<file path="config.mk">
export PLATFORM = sky130hd
export DESIGN_NAME = phase_sequencer
export DESIGN_NICKNAME = d
export VERILOG_FILES = /design/src/rtl/phase_seq_pkg.sv /design/src/rtl/phase_strobe_timer.sv /design/src/rtl/phase_sequencer.sv
export SDC_FILE = /design/constraint.sdc
export NUM_CORES = 1
export LEC_CHECK = 0
export ABC_AREA = 1
export ABC_CLOCK_PERIOD_IN_PS = 2200
export CAP_MARGIN = 20
export CORE_UTILIZATION = 40
export CTS_CLUSTER_DIAMETER = 200
export CTS_CLUSTER_SIZE = 25
export DETAILED_ROUTE_END_ITERATION = 10
export PLACE_DENSITY_LB_ADDON = 0.05
export SLEW_MARGIN = 20
export SYNTH_ARGS = -nofsm -noshare
export SYNTH_HDL_FRONTEND = slang
export SYNTH_HIERARCHICAL = 1
export SYNTH_SLANG_ARGS = --single-unit
</file>
<file path="constraint.sdc">
create_clock -name clk -period 2.2 [get_ports clk]
set_input_delay 0.55 -clock clk [delete_from_list [all_inputs] [get_ports clk]]
set_output_delay 0.55 -clock clk [all_outputs]
set_load 0.02 [all_outputs]
</file>
<file path="src/rtl/phase_seq_pkg.sv">
// Shared types and constants for the 74139 phase sequencer.
package phase_seq_pkg;

  localparam int unsigned ADDR_W = 2;
  localparam int unsigned TMR_W  = 4;

  typedef enum logic [2:0] {
    IDLE   = 3'd0,
    SETUP  = 3'd1,
    STROBE = 3'd2,
    HOLD   = 3'd3,
    DONE   = 3'd4
  } state_e;

  // Values every output register returns to on master reset.
  localparam logic [ADDR_W-1:0] RST_A    = '0;
  localparam logic              RST_E_N  = 1'b1;
  localparam logic              RST_BUSY = 1'b0;
  localparam logic              RST_DONE = 1'b0;

endpackage

</file>
<file path="src/rtl/phase_strobe_timer.sv">
// Loadable down-counter that sets how long the decoder enable stays low.
module phase_strobe_timer
  import phase_seq_pkg::*;
(
  input  logic             clk,
  input  logic             rst_i,
  input  logic             load_i,
  input  logic             en_i,
  input  logic [TMR_W-1:0] load_val_i,
  output logic             zero_o
);

  logic [TMR_W-1:0] cnt_q, cnt_d;

  // Load has priority; counting stops at zero so the dwell never wraps.
  always_comb begin
    cnt_d = cnt_q;
    if (load_i) begin
      cnt_d = load_val_i;
    end else if (en_i && (cnt_q != '0)) begin
      cnt_d = cnt_q - TMR_W'(1);
    end
  end

  // Counter register with synchronous reset.
  always_ff @(posedge clk) begin
    if (rst_i) begin
      cnt_q <= '0;
    end else begin
      cnt_q <= cnt_d;
    end
  end

  assign zero_o = (cnt_q == '0);

endmodule

</file>
<file path="src/rtl/phase_sequencer.sv">
// Steps a 74139 half-decoder through 1..4 consecutive lines, keeping the
// enable high around every address change so no strobe can glitch.
module phase_sequencer
  import phase_seq_pkg::*;
#(
  parameter int unsigned STROBE_CYCLES = 2,
  parameter int unsigned LOG           = 0
) (
  input  logic              clk,
  input  logic              MR,
  input  logic              start,
  input  logic [ADDR_W-1:0] first,
  input  logic [1:0]        count,
  input  logic              abort,
  output logic [ADDR_W-1:0] A,
  output logic              _E,
  output logic              busy,
  output logic              done
);

  // Parameter sanity; LOG is kept for interface compatibility and only
  // range-checked, transition tracing lives outside the synthesizable core.
  if ((STROBE_CYCLES < 1) || (STROBE_CYCLES > 15)) begin : g_bad_strobe
    $error("phase_sequencer: STROBE_CYCLES must be 1..15");
  end
  if (LOG > 1) begin : g_bad_log
    $error("phase_sequencer: LOG must be 0 or 1");
  end

  localparam logic [TMR_W-1:0] DWELL_LOAD = TMR_W'(STROBE_CYCLES - 1);

  state_e            state_q, state_d;
  logic [ADDR_W-1:0] a_q, a_d;
  logic              en_n_q, en_n_d;
  logic              busy_q, busy_d;
  logic              done_q, done_d;
  logic [1:0]        rem_q, rem_d;
  logic              tmr_load, tmr_en, tmr_zero;

  phase_strobe_timer u_timer (
    .clk        (clk),
    .rst_i      (MR),
    .load_i     (tmr_load),
    .en_i       (tmr_en),
    .load_val_i (DWELL_LOAD),
    .zero_o     (tmr_zero)
  );

  // Next-state and next-output logic; outputs are computed one cycle ahead
  // so that every port comes straight from a flop.
  always_comb begin
    state_d  = state_q;
    a_d      = a_q;
    en_n_d   = 1'b1;
    busy_d   = busy_q;
    done_d   = 1'b0;
    rem_d    = rem_q;
    tmr_load = 1'b0;
    tmr_en   = 1'b0;

    unique case (state_q)
      IDLE: begin
        busy_d = 1'b0;
        if (start && !abort) begin
          rem_d   = count;
          a_d     = first;
          busy_d  = 1'b1;
          state_d = SETUP;
        end
      end
      SETUP: begin
        busy_d   = 1'b1;
        en_n_d   = 1'b0;
        tmr_load = 1'b1;
        state_d  = STROBE;
      end
      STROBE: begin
        if (tmr_zero) begin
          en_n_d  = 1'b1;
          state_d = HOLD;
        end else begin
          en_n_d  = 1'b0;
          tmr_en  = 1'b1;
        end
      end
      HOLD: begin
        if (rem_q == 2'd0) begin
          done_d  = 1'b1;
          state_d = DONE;
        end else begin
          a_d     = a_q + ADDR_W'(1);
          rem_d   = rem_q - 2'd1;
          state_d = SETUP;
        end
      end
      DONE: begin
        busy_d  = 1'b0;
        state_d = IDLE;
      end
      default: begin
        busy_d  = 1'b0;
        state_d = IDLE;
      end
    endcase

    // Abort overrides whatever the active state decided, but leaves A alone.
    if ((state_q != IDLE) && abort) begin
      state_d  = IDLE;
      a_d      = a_q;
      en_n_d   = 1'b1;
      busy_d   = 1'b0;
      done_d   = 1'b0;
      rem_d    = rem_q;
      tmr_load = 1'b0;
      tmr_en   = 1'b0;
    end
  end

  // State and output registers; MR wins over everything else.
  always_ff @(posedge clk) begin
    if (MR) begin
      state_q <= IDLE;
      a_q     <= RST_A;
      en_n_q  <= RST_E_N;
      busy_q  <= RST_BUSY;
      done_q  <= RST_DONE;
      rem_q   <= '0;
    end else begin
      state_q <= state_d;
      a_q     <= a_d;
      en_n_q  <= en_n_d;
      busy_q  <= busy_d;
      done_q  <= done_d;
      rem_q   <= rem_d;
    end
  end

  assign A    = a_q;
  assign _E   = en_n_q;
  assign busy = busy_q;
  assign done = done_q;

endmodule
</file>
==> results.toml, run 1 <==
[layout]
final-seq-area_um2 = 280
final_layout_size_suffix_gt1_share_pct = 12.3
layout_common_cells = "nand2_1, nor2_1, inv_1, dfxtp_1, clkdlybuf4s50_1"
multi_input_area_um2 = 465
utilization_pct = 55.7
final_common_cell = "nand2_1"
layout-area-overhead-vs-synth_pct = 23.9
fillers = 188
final_nets = 157
finalInstanceArea_um2 = 1010
antennaDiodeCount = 0

[worst_setup_path]
critical_path_class = "flip-flop to primary output"
cp_top_family = "buffers and inverters"
cp.arrival_ps = 1300
cp.required_ps = 1650
critical_path.endpoint_type = "primary output"
worstPathCellList = "clkdlybuf4s50_1"
worstPathMaxFanout = 5
critPathLaunch = "A[0]$_SDFFE_PP0P_"
critical_path.slowest_cell = "clkdlybuf4s50_1"
path_buf_inv = 1
critPathLaunchType = "flip-flop"
rr_startpoint = "u_timer/cnt_q[0]$_SDFFE_PP0P_"
cpPeakStageDelay_ps = 620

[routing]
top_layer_used = "met4"
dr_wl_met2_um = 642
drtIter0Drc = 7
wire_per_inst_um = 8.90
drt_wl_total_um = 1520
met3_length_um = 73
detail_route.vias_per_cell = 4.42
firstDrtPassIters = 3
antenna_left = 0
vias = 756
drc = 0
wl_met1_um = 785

[die]
die-height_um = 47.2
fp-row-count = 15
design.die.area_um2 = 2230
io_pins = 13
coreArea_um2 = 1820
initial_core_util_pct = 44.9
die_x_um = 47.2

[global_routing]
antenna_found_initial = 0
grt_pass1_wl_um = 2560
grt_pass1_vias = 602
grt_use_total_pct = 16.7
grt_max_degree = 10
grt.overflow.total = 0

[synth]
synthTopCellsByArea = "dfxtp_1, nand2_1, nor2_1"
yosys_warnings = 6
synth-seq-cells = 14
synth_top_cell_area_share_pct = 34.3
synth.avg_cell_area_um2 = 6.39
synth_cell_types = 22
synth_top_cell_by_area = "dfxtp_1"
synth-seq-area-share_pct = 34.3
syn_inst = 128
synth.cell_area_um2 = 818

[placement]
dp_hpwl_um = 1220
portBuffers = 12
gp_congestion = 0.820
placedInstanceArea_um2 = 977

[timing]
tns_ps = 0
rsz0062_at_grt = "false"
finalHoldViolations = 0
slew_viol_final = 0
finClkSkew_ps = 7.31
maxClockFrequency_mhz = 541
period_minus_slack_ps = 1850
setup_viol = 0
post-route-period-util_pct = 84.1

[hold_path]
hold_class = "flip-flop to flip-flop"
hp-start = "rem_q[1]$_SDFFE_PP0P_"

[clock_tree]
cts.sinks = 14
postCtsResizedCells = 0
cts_buffers = 3
clk_latency_ps = 290
cts_hold_buf = 0
htree_levels = 1
root_buffer = "clkbuf_4"
path_clk_slew_ps = 90
cts_setup_buffers = 0
cts_tree = "built"
cts_buffer_depth = 2

[power]
vdd_drop_max_uv = 535
p_leak_nw = 0.482
pwr_density_cell_nw_per_um2 = 912

[run]
maxCapViolations = 0

[outcome]
status = "finished, final reports clean"
[where the power goes]
group / leakage [nW] / total (W) / internal [W] / switching [W]
clock: 0.0210 / 0.000190 / 0.000101 / 0.0000888
combinational: 0.346 / 0.000387 / 0.000157 / 0.000230
sequential: 0.115 / 0.000348 / 0.000304 / 0.0000441
total: 0.482 / 0.000924 / 0.000562 / 0.000362
[cell usage after synthesis (all sizes together)]
cell and instances:
inv 20, ha 2, nand4 2, o22ai 1
a211oi 1, clkinv 1, or2 1, conb 2
xor2 1, nand2 38, a21oi 4, nor2 24
nand3 8, dfxtp 14, o21ai 9
[flip-flops by register name, indices dropped and copies added (netlist names)]
register	flops
u_timer/cnt_q	4
rem_q	2
busy	1
state_q	3
A	2
done	1
_E	1
[worst register-to-register path, delay by kind of cell, from the launching register on]
kind	cells	cell delay (ps)
buf+inv	3	190
simple gates	8	780
flops	1	360
fa+ha+maj	1	240
[metal layers]
| metal | GRT usage (%) | vias to the layer above |
|---|---|---|
| li1 | - | 430 |
| met1 | 21.7 | 309 |
| met5 | 0 | - |
| met3 | 5.77 | 5 |
| met2 | 24.9 | 12 |
| met4 | 6.86 | 0 |
[per-stage QoR]
step	cells	hold WS [ps]	worst slack, ps	total power, W
after floorplan	130	455	698	0.000638
after global placement	167	473	366	0.000736
after detailed placement	167	485	339	0.000742
after CTS	171	499	333	0.000936
after global routing	171	528	313	0.00101
final	171	493	351	0.000924
[kinds of logic after synthesis]
family | Yosys count | share of synthesized area [%]
xor gates and xnor gates | 1 | 1.07
and+or+nand+nor | 73 | 40.8
adders and majority gates | 2 | 3.06
AOI/OAI and AO/OA | 15 | 10.1
buffers and inverters | 21 | 9.79
DFF | 14 | 34.3
other | 2 | 0.918
[final timing paths]
kind / cells after the start / end / slack (ps)
hold / removal: 2 / rem_q[1]$_SDFFE_PP0P_ / 490
hold reg to reg: 2 / rem_q[1]$_SDFFE_PP0P_ / 490
setup / recovery: 1 / A[0] / 350
setup reg to reg: 12 / u_timer/cnt_q[1]$_SDFFE_PP0P_ / 530
[layout make-up]
class	instances	share of cell area, %
multi-input combinational	95	45.9
clock buffer	4	3.58
timing repair buffer	12	11.9
tap	25	3.09
sequential	14	27.7
inverter	21	7.90
Power figures use the tool's default switching activity.
==> inputs of run 2 (changes only) <==
--- a/config.mk
+++ b/config.mk
@@ -6,7 +6,7 @@
 export NUM_CORES = 1
 export LEC_CHECK = 0
 export ABC_AREA = 1
-export ABC_CLOCK_PERIOD_IN_PS = 2200
+export ABC_CLOCK_PERIOD_IN_PS = 1900
 export CAP_MARGIN = 20
 export CORE_UTILIZATION = 40
 export CTS_CLUSTER_DIAMETER = 200
==> constraint.sdc (replaced) <==
create_clock -name clk -period 1.9 [get_ports clk]
set_input_delay 0.475 -clock clk [delete_from_list [all_inputs] [get_ports clk]]
set_output_delay 0.475 -clock clk [all_outputs]
set_load 0.02 [all_outputs]
==> results of run 2 <==
Same layout as run 1 (identical final DEF). Status: finished, final reports clean.
Main changes from that run: setup slack after placement 339 ps -> 114 ps; setup slack after layout 351 ps -> 126 ps; register-to-register setup slack 530 ps -> 230 ps; total power 0.000924 W -> 0.00107 W; worst IR drop on VDD 535 µV -> 619 µV
